File: src/rtl/multicycle_ctrl_fsm.sv
// Multicycle ARM main controller: Moore FSM with memory-handshake wait states.
// Optional retired-instruction counter enabled by MCTRL_RETIRE_CNT_EN.
module multicycle_ctrl_fsm #(
    parameter int STATE_W = 4
) (
    input  logic               clk,
    input  logic               reset,
    input  logic [1:0]         Op,
    input  logic [5:0]         Funct,
    input  logic               mem_ready,
    output logic               IRWrite,
    output logic               NextPC,
    output logic               RegW,
    output logic               MemW,
    output logic               Branch,
    output logic               AdrSrc,
    output logic [1:0]         ALUSrcA,
    output logic [1:0]         ALUSrcB,
    output logic [1:0]         ResultSrc,
    output logic               ALUOp,
    output logic [1:0]         ImmSrc,
    output logic               illegal,
    output logic [STATE_W-1:0] state_dbg
`ifdef MCTRL_RETIRE_CNT_EN
    ,
    output logic [31:0]        retired_cnt
`endif
);

    typedef enum logic [STATE_W-1:0] {
        FETCH    = STATE_W'(0),
        DECODE   = STATE_W'(1),
        MEMADR   = STATE_W'(2),
        MEMRD    = STATE_W'(3),
        MEMWB    = STATE_W'(4),
        MEMWR    = STATE_W'(5),
        EXECUTER = STATE_W'(6),
        EXECUTEI = STATE_W'(7),
        ALUWB    = STATE_W'(8),
        BRANCH   = STATE_W'(9),
        UNKNOWN  = STATE_W'(10)
    } state_t;

    state_t     r_state;
    state_t     w_next;
    logic [1:0] r_imm_src;
    logic       w_irwrite;
    logic       w_nextpc;
    logic       w_regw;
    logic       w_memw;
    logic       w_branch;
    logic       w_unused;

    assign w_unused = ^Funct[2:1];

    always_ff @(posedge clk or posedge reset) begin
        if (reset) begin
            r_state   <= FETCH;
            r_imm_src <= 2'b00;
        end else begin
            r_state <= w_next;
            if (r_state == DECODE)
                r_imm_src <= Op;
        end
    end

    always_comb begin
        w_next    = r_state;
        w_irwrite = 1'b0;
        w_nextpc  = 1'b0;
        w_regw    = 1'b0;
        w_memw    = 1'b0;
        w_branch  = 1'b0;
        AdrSrc    = 1'b0;
        ALUSrcA   = 2'b00;
        ALUSrcB   = 2'b00;
        ResultSrc = 2'b00;
        ALUOp     = 1'b0;
        illegal   = 1'b0;
        unique case (r_state)
            FETCH: begin
                ALUSrcA   = 2'b01;
                ALUSrcB   = 2'b10;
                ResultSrc = 2'b10;
                w_irwrite = mem_ready;
                w_nextpc  = mem_ready;
                if (mem_ready)
                    w_next = DECODE;
            end
            DECODE: begin
                ALUSrcA   = 2'b01;
                ALUSrcB   = 2'b10;
                ResultSrc = 2'b10;
                unique case (Op)
                    2'b00:   w_next = Funct[5] ? EXECUTEI : EXECUTER;
                    2'b01:   w_next = MEMADR;
                    2'b10:   w_next = BRANCH;
                    default: w_next = UNKNOWN;
                endcase
            end
            EXECUTER: begin
                ALUOp  = 1'b1;
                w_next = ALUWB;
            end
            EXECUTEI: begin
                ALUSrcB = 2'b01;
                ALUOp   = 1'b1;
                w_next  = ALUWB;
            end
            ALUWB: begin
                // compare/test ops only update flags
                w_regw = (Funct[4:3] != 2'b10);
                w_next = FETCH;
            end
            MEMADR: begin
                ALUSrcB = 2'b01;
                w_next  = Funct[0] ? MEMRD : MEMWR;
            end
            MEMRD: begin
                AdrSrc = 1'b1;
                if (mem_ready)
                    w_next = MEMWB;
            end
            MEMWB: begin
                ResultSrc = 2'b01;
                w_regw    = 1'b1;
                w_next    = FETCH;
            end
            MEMWR: begin
                AdrSrc = 1'b1;
                w_memw = 1'b1;
                if (mem_ready)
                    w_next = FETCH;
            end
            BRANCH: begin
                ALUSrcA   = 2'b10;
                ALUSrcB   = 2'b01;
                ResultSrc = 2'b10;
                w_branch  = 1'b1;
                w_next    = FETCH;
            end
            UNKNOWN: begin
                illegal = 1'b1;
                w_next  = UNKNOWN;
            end
            default: w_next = UNKNOWN;
        endcase
    end

    assign IRWrite   = w_irwrite & ~reset;
    assign NextPC    = w_nextpc & ~reset;
    assign RegW      = w_regw & ~reset;
    assign MemW      = w_memw & ~reset;
    assign Branch    = w_branch & ~reset;
    assign ImmSrc    = r_imm_src;
    assign state_dbg = r_state;

`ifdef MCTRL_RETIRE_CNT_EN
    logic [31:0] r_retired;
    logic        w_retire;

    assign w_retire = (w_next == FETCH) &&
                      ((r_state == ALUWB) || (r_state == MEMWB) ||
                       (r_state == MEMWR) || (r_state == BRANCH));

    always_ff @(posedge clk or posedge reset) begin
        if (reset)
            r_retired <= 32'd0;
        else if (w_retire)
            r_retired <= r_retired + 32'd1;
    end

    assign retired_cnt = r_retired;
`endif

endmodule

File: config.mk
export PLATFORM = sky130hd
export DESIGN_NAME = multicycle_ctrl_fsm
export DESIGN_NICKNAME = d
export VERILOG_FILES = /design/src/rtl/multicycle_ctrl_fsm.sv
export SDC_FILE = /design/constraint.sdc
export NUM_CORES = 1
export LEC_CHECK = 0
export ABC_AREA = 1
export CORE_MARGIN = 5
export CORE_UTILIZATION = 37
export DETAILED_ROUTE_END_ITERATION = 12
export MAX_ROUTING_LAYER = met4
export PLACE_DENSITY = 0.91
export SYNTH_ARGS = -nofsm -noshare
export SYNTH_HDL_FRONTEND = slang
export SYNTH_SLANG_ARGS = --single-unit
File: constraint.sdc
create_clock -name clk -period 2.65 [get_ports clk]
set_input_delay 0.53 -clock clk [delete_from_list [all_inputs] [get_ports clk]]
set_output_delay 0.53 -clock clk [all_outputs]
set_load 0.05 [all_outputs]
======== Word-level counts from Yosys, hierarchy flattened ========
Index checks and enable logic that the tools add are counted.
word-level totals
  register bits after elaboration ......... 6
  input port bits ......................... 11
  output and inout port bits .............. 20
  word-level logic and storage cells ...... 49
operators by class
  equality and inequality tests ........... 16
  muxes and demuxes ....................... 17
  bitwise operators ....................... 5
  reductions and logical operators ........ 9
operators with widths
  kind                count
  $pmux 4 s7          1
  $eq 4x3->1 const B  4
  $eq 4x4->1 const B  3
  $mux 4              3
  $pmux 2 s2          3
  $pmux 4 s3          1
  $reduce_or 3->1     3
  $eq 4x2->1 const B  2
  $ne 2x2->1 const B  4
  $mux 1              7
  $reduce_or 2->1     3
  $and 1x1->1         4
  $eq 4x1->1 const B  1
  $logic_not 4->1     1
  $mux 3              1
  $reduce_and 3->1    1
  $eq 2x1->1 const B  1
  $eq 2x2->1 const B  1
  $logic_not 2->1     1
  $pmux 1 s2          1
  $not 1->1           1

======== Logic depth before layout (Yosys ltp) ========
  depth in word-level cells ............... 3
  mapped depth ............................ 7
  depth with buffers taken out ............ 7

======== Worst setup path after synthesis ========
No wires, ideal clock.
  path kind ............................... register to output
  start point ............................. register r_state[1] (netlist: state_dbg[1])
  end point ............................... output NextPC
  arrival ................................. 2,486 ps
  required time ........................... 2,120 ps
  path slack .............................. -366 ps
  cell stages (with the launch flop) ...... 5
  buffers on the path ..................... 1
  cell sequence ........................... dfrtp_1 -> nor2_1 -> nand2_2 -> nor3_1 -> buf_4
between the ends
  cells in the longest elaborated chain, start to end .. 3
ends and longest elaborated chain
  element                 line  text
  from (decl)             44    state_t r_state;
  from (signal assigned)  61    r_state <= w_next;
  $logic_not 4->1         -
  $mux 1                  -
  $and 1x1->1             -
  to (decl)               12    output logic NextPC,
Every way passes these cells.

======== Worst setup path in the final report ========
  start point ............................. register r_state[1] (netlist: state_dbg[1])
  end point ............................... output ALUSrcA[0]
between the ends
  cells in the longest elaborated chain, start to end .. 3
  elaborated cells on any way between the ends .. 5
  classes of those cells .................. eq/ne (2); mux (1); reduce/logical (2)
ends and longest elaborated chain
  element                                        line  text
  $eq 4x1->1 or $logic_not 4->1 (tied branches)  80    unique case (r_state)
  $reduce_or 2->1 (no source line)               -
  $pmux 2 s2 (*)                                 80
  to (decl)                                      17    output logic [1:0] ALUSrcA,
Mark *: on every way between the ends. The rest lies on a longest branch, timed or not.

==> results.json <==
{
  "fin_area_um2": 833,
  "status": "complete, no violations",
  "drv_slew": 0,
  "cpMaxStageDelayCell": "clkdlybuf4s50_1",
  "grt_overflow": 0,
  "max_slew.worst_pin.slew_ps": 521,
  "htreeDepth": 1,
  "setup_violations": 0,
  "design.core.area_um2": 1270,
  "p_leak_nw": 0.468,
  "portBuffers": 28,
  "drt-pass1-iter-count": 4,
  "post-route-period-util": 0.957,
  "finalWirelength_mm": 1.44,
  "nFillCells": 122,
  "ctsHoldBuffers": 0,
  "hold_class": "flop to flop",
  "gp_congestion": 0.900,
  "synth_area_leaders": "dfrtp_1 31%, nand2_1 19%, inv_1 8.5%, nor2_4 6.9%, nor2_1 5.4%",
  "layout.nets": 120,
  "cp_max_fo": 8,
  "criticalPathCategory": "flop to output port",
  "fmax_mhz": 394,
  "grt_pass1_vias": 574,
  "r2r_cells": 6,
  "wl_per_cell_um": 11.8,
  "crit_end": "ALUSrcA[0]",
  "area_delta_synth_final_pct": 71.2,
  "drc": 0,
  "fp.dieW_um": 46.3,
  "pre_cts_slack_ps": 344,
  "cellPowerDensity_nw_per_um2": 236,
  "hold_viol_final": 0,
  "clk_pin_slew_ps": 40,
  "yosys.area.top_type": "dfrtp_1",
  "cts_root_buf": "clkbuf_4",
  "cp_top_family": "buffers and inverters",
  "worstPathArrival_ps": 2010,
  "syn_area_um2": 487,
  "yosysWarnings": 0,
  "start_util": 0.384,
  "cts_sinks": 6,
  "cp_cell_sequence": "nor2_1 > nand2_2 > nand2_1 > clkdlybuf4s50_1",
  "antenna_found_initial": 0,
  "via_per_inst": 5.11,
  "cap_violations": 0,
  "hpwl_mm": 1.17,
  "cp-startpoint": "state_dbg[1]",
  "layout-drive-gt1-share": 0.196,
  "setup-tns-final_ps": 0,
  "vias": 624,
  "placed_cell_area_um2": 806,
  "syn_area_per_cell_um2": 6.32,
  "worst_slack_ps": 113,
  "ys_ff_latch": 6,
  "min_period_ps": 2540,
  "synthCells": 77,
  "tritoncts": "done",
  "holdWs_ps": 477,
  "num_io_pins": 31,
  "startpoint_type": "flop",
  "rows": 13,
  "cp-end-kind": "output port",
  "synth.top_cell.area_share": 0.308,
  "rrSetupSlack_ps": 1380,
  "cts_buffer_depth": 2,
  "cts_setup_buffers": 0,
  "worst-path-buf-inv": 1,
  "dieArea_um2": 2140,
  "cp_num_cells": 4,
  "diodes": 0,
  "reg2reg_from": "state_dbg[1]",
  "r2r_end": "state_dbg[2]",
  "ir_drop_mv": 0.196,
  "cts_buffers": 3,
  "drt-initial-drc-count": 16,
  "grt_pass1_wl_mm": 2.28,
  "cp_slowest_stage_delay_ps": 790,
  "hold_path_startpoint": "ImmSrc[0]",
  "ant_nets": 0,
  "cp_data_required_time_ps": 2120,
  "rsz0062_at_grt": "no",
  "grt_max_degree": 9,
  "relSlewSlack": 0.652,
  "track_usage": 0.153,
  "skew_ps": 3.94,
  "dieHeight_um": 46.3,
  "insertion_delay_ps": 250,
  "synthDistinctLibCells": 18,
  "syn_nets": 88,
  "ys_seq_area_frac": 0.308
}
[worst min-delay path by stage]
stage / endpoint / slack [ps] / cells after the start
4_1_cts: ImmSrc[0] / 480 / 2
5_1_grt: ImmSrc[1] / 510 / 2
2_1_floorplan: ImmSrc[0] / 320 / 1
6_report: ImmSrc[0] / 480 / 2
3_5_place_dp: ImmSrc[0] / 470 / 2
3_3_place_gp: ImmSrc[1] / 470 / 2
[repair_timing]
item | CTS | global route
endpoints found under the setup margin | 0 | 2
gates resized for setup | 0 | 2
endpoints found under the hold margin | 0 | 0
[layout make-up]
| cell class | instances | area [um2] | area share |
|---|---|---|---|
| clock buffers | 3 | 22.5 | 0.0270 |
| multi-input cells | 55 | 278 | 0.333 |
| flip-flops and latches | 6 | 150 | 0.180 |
| well taps | 15 | 18.8 | 0.0225 |
| inverters | 15 | 56.3 | 0.0676 |
| repair buffers | 28 | 308 | 0.369 |
[metrics by stage]
stage	cells	util	total power [mW]
2_1_floorplan	77	-	0.0977
3_3_place_gp	119	0.635	0.112
3_5_place_dp	119	0.635	0.113
4_1_cts	122	0.653	0.200
5_1_grt	122	0.657	0.207
6_report	122	0.657	0.196
[cells by family (layout without fill, tap and decap cells)]
logic type | count (synthesis) | count (layout) | share of synthesized area
and+or+nand+nor | 48 | 48 | 0.473
buffers and inverters | 16 | 46 | 0.131
DFF | 6 | 6 | 0.308
AOI/OAI and AO/OA | 7 | 7 | 0.0874
[worst min-delay path: cells and delay by family (launching register included)]
kind | cells | cell delay, ps
flip-flops | 1 | 340
AND/OR/NAND/NOR | 2 | 100
[power by group]
group / internal (mW) / total, mW / switching [mW]
logic: 0.0116 / 0.0196 / 0.00806
clock network: 0.0513 / 0.0848 / 0.0335
registers: 0.0920 / 0.0920 / 0
[cells in the mapped netlist]
master,instances
o21ai_0,1
dfrtp_1,6
o21bai_1,1
inv_1,11
nor3_1,2
nor2_1,7
a21oi_1,2
nand2_1,25
nand3_1,5
clkinv_1,1
nor2_4,3
nand4_1,1
nand3_2,1
o21ai_1,1
buf_4,1
o211ai_1,2
inv_2,3
nand2_2,4
[registers in the layout, summed over array words and instances, names as in the netlist]
register,count
ImmSrc,2
state_dbg,4
[cell usage in the layout (no fill, tap or decap)]
| cell type | synthesis | routed |
|---|---|---|
| o21ai_1 | 1 | 1 |
| o21ai_0 | 1 | 1 |
| nand3_1 | 5 | 5 |
| buf_12 | 0 | 3 |
| o21bai_1 | 1 | 1 |
| nor3_2 | 0 | 1 |
| nand2_1 | 25 | 25 |
| inv_1 | 11 | 11 |
| inv_2 | 3 | 3 |
| dlymetal6s2s_1 | 0 | 2 |
| nor3_1 | 2 | 1 |
| nand4_1 | 1 | 1 |
| clkdlybuf4s50_1 | 0 | 20 |
| buf_4 | 1 | 3 |
| nand2_2 | 4 | 4 |
| a21oi_1 | 2 | 2 |
| o211ai_1 | 2 | 2 |
| clkbuf_4 | 0 | 3 |
| nor2_4 | 3 | 3 |
| nor2_1 | 7 | 7 |
| clkinv_1 | 1 | 1 |
| nand3_2 | 1 | 1 |
| dfrtp_1 | 6 | 6 |
[layer usage]
layer / share of wire / global-route usage
met1: 0.37 / 0.159
met2: 0.50 / 0.258
met3: 0.11 / 0.0352
met4: 0.022 / 0.0909
met5: 0 / -
No activity file was read; power rests on OpenSTA's default activity.
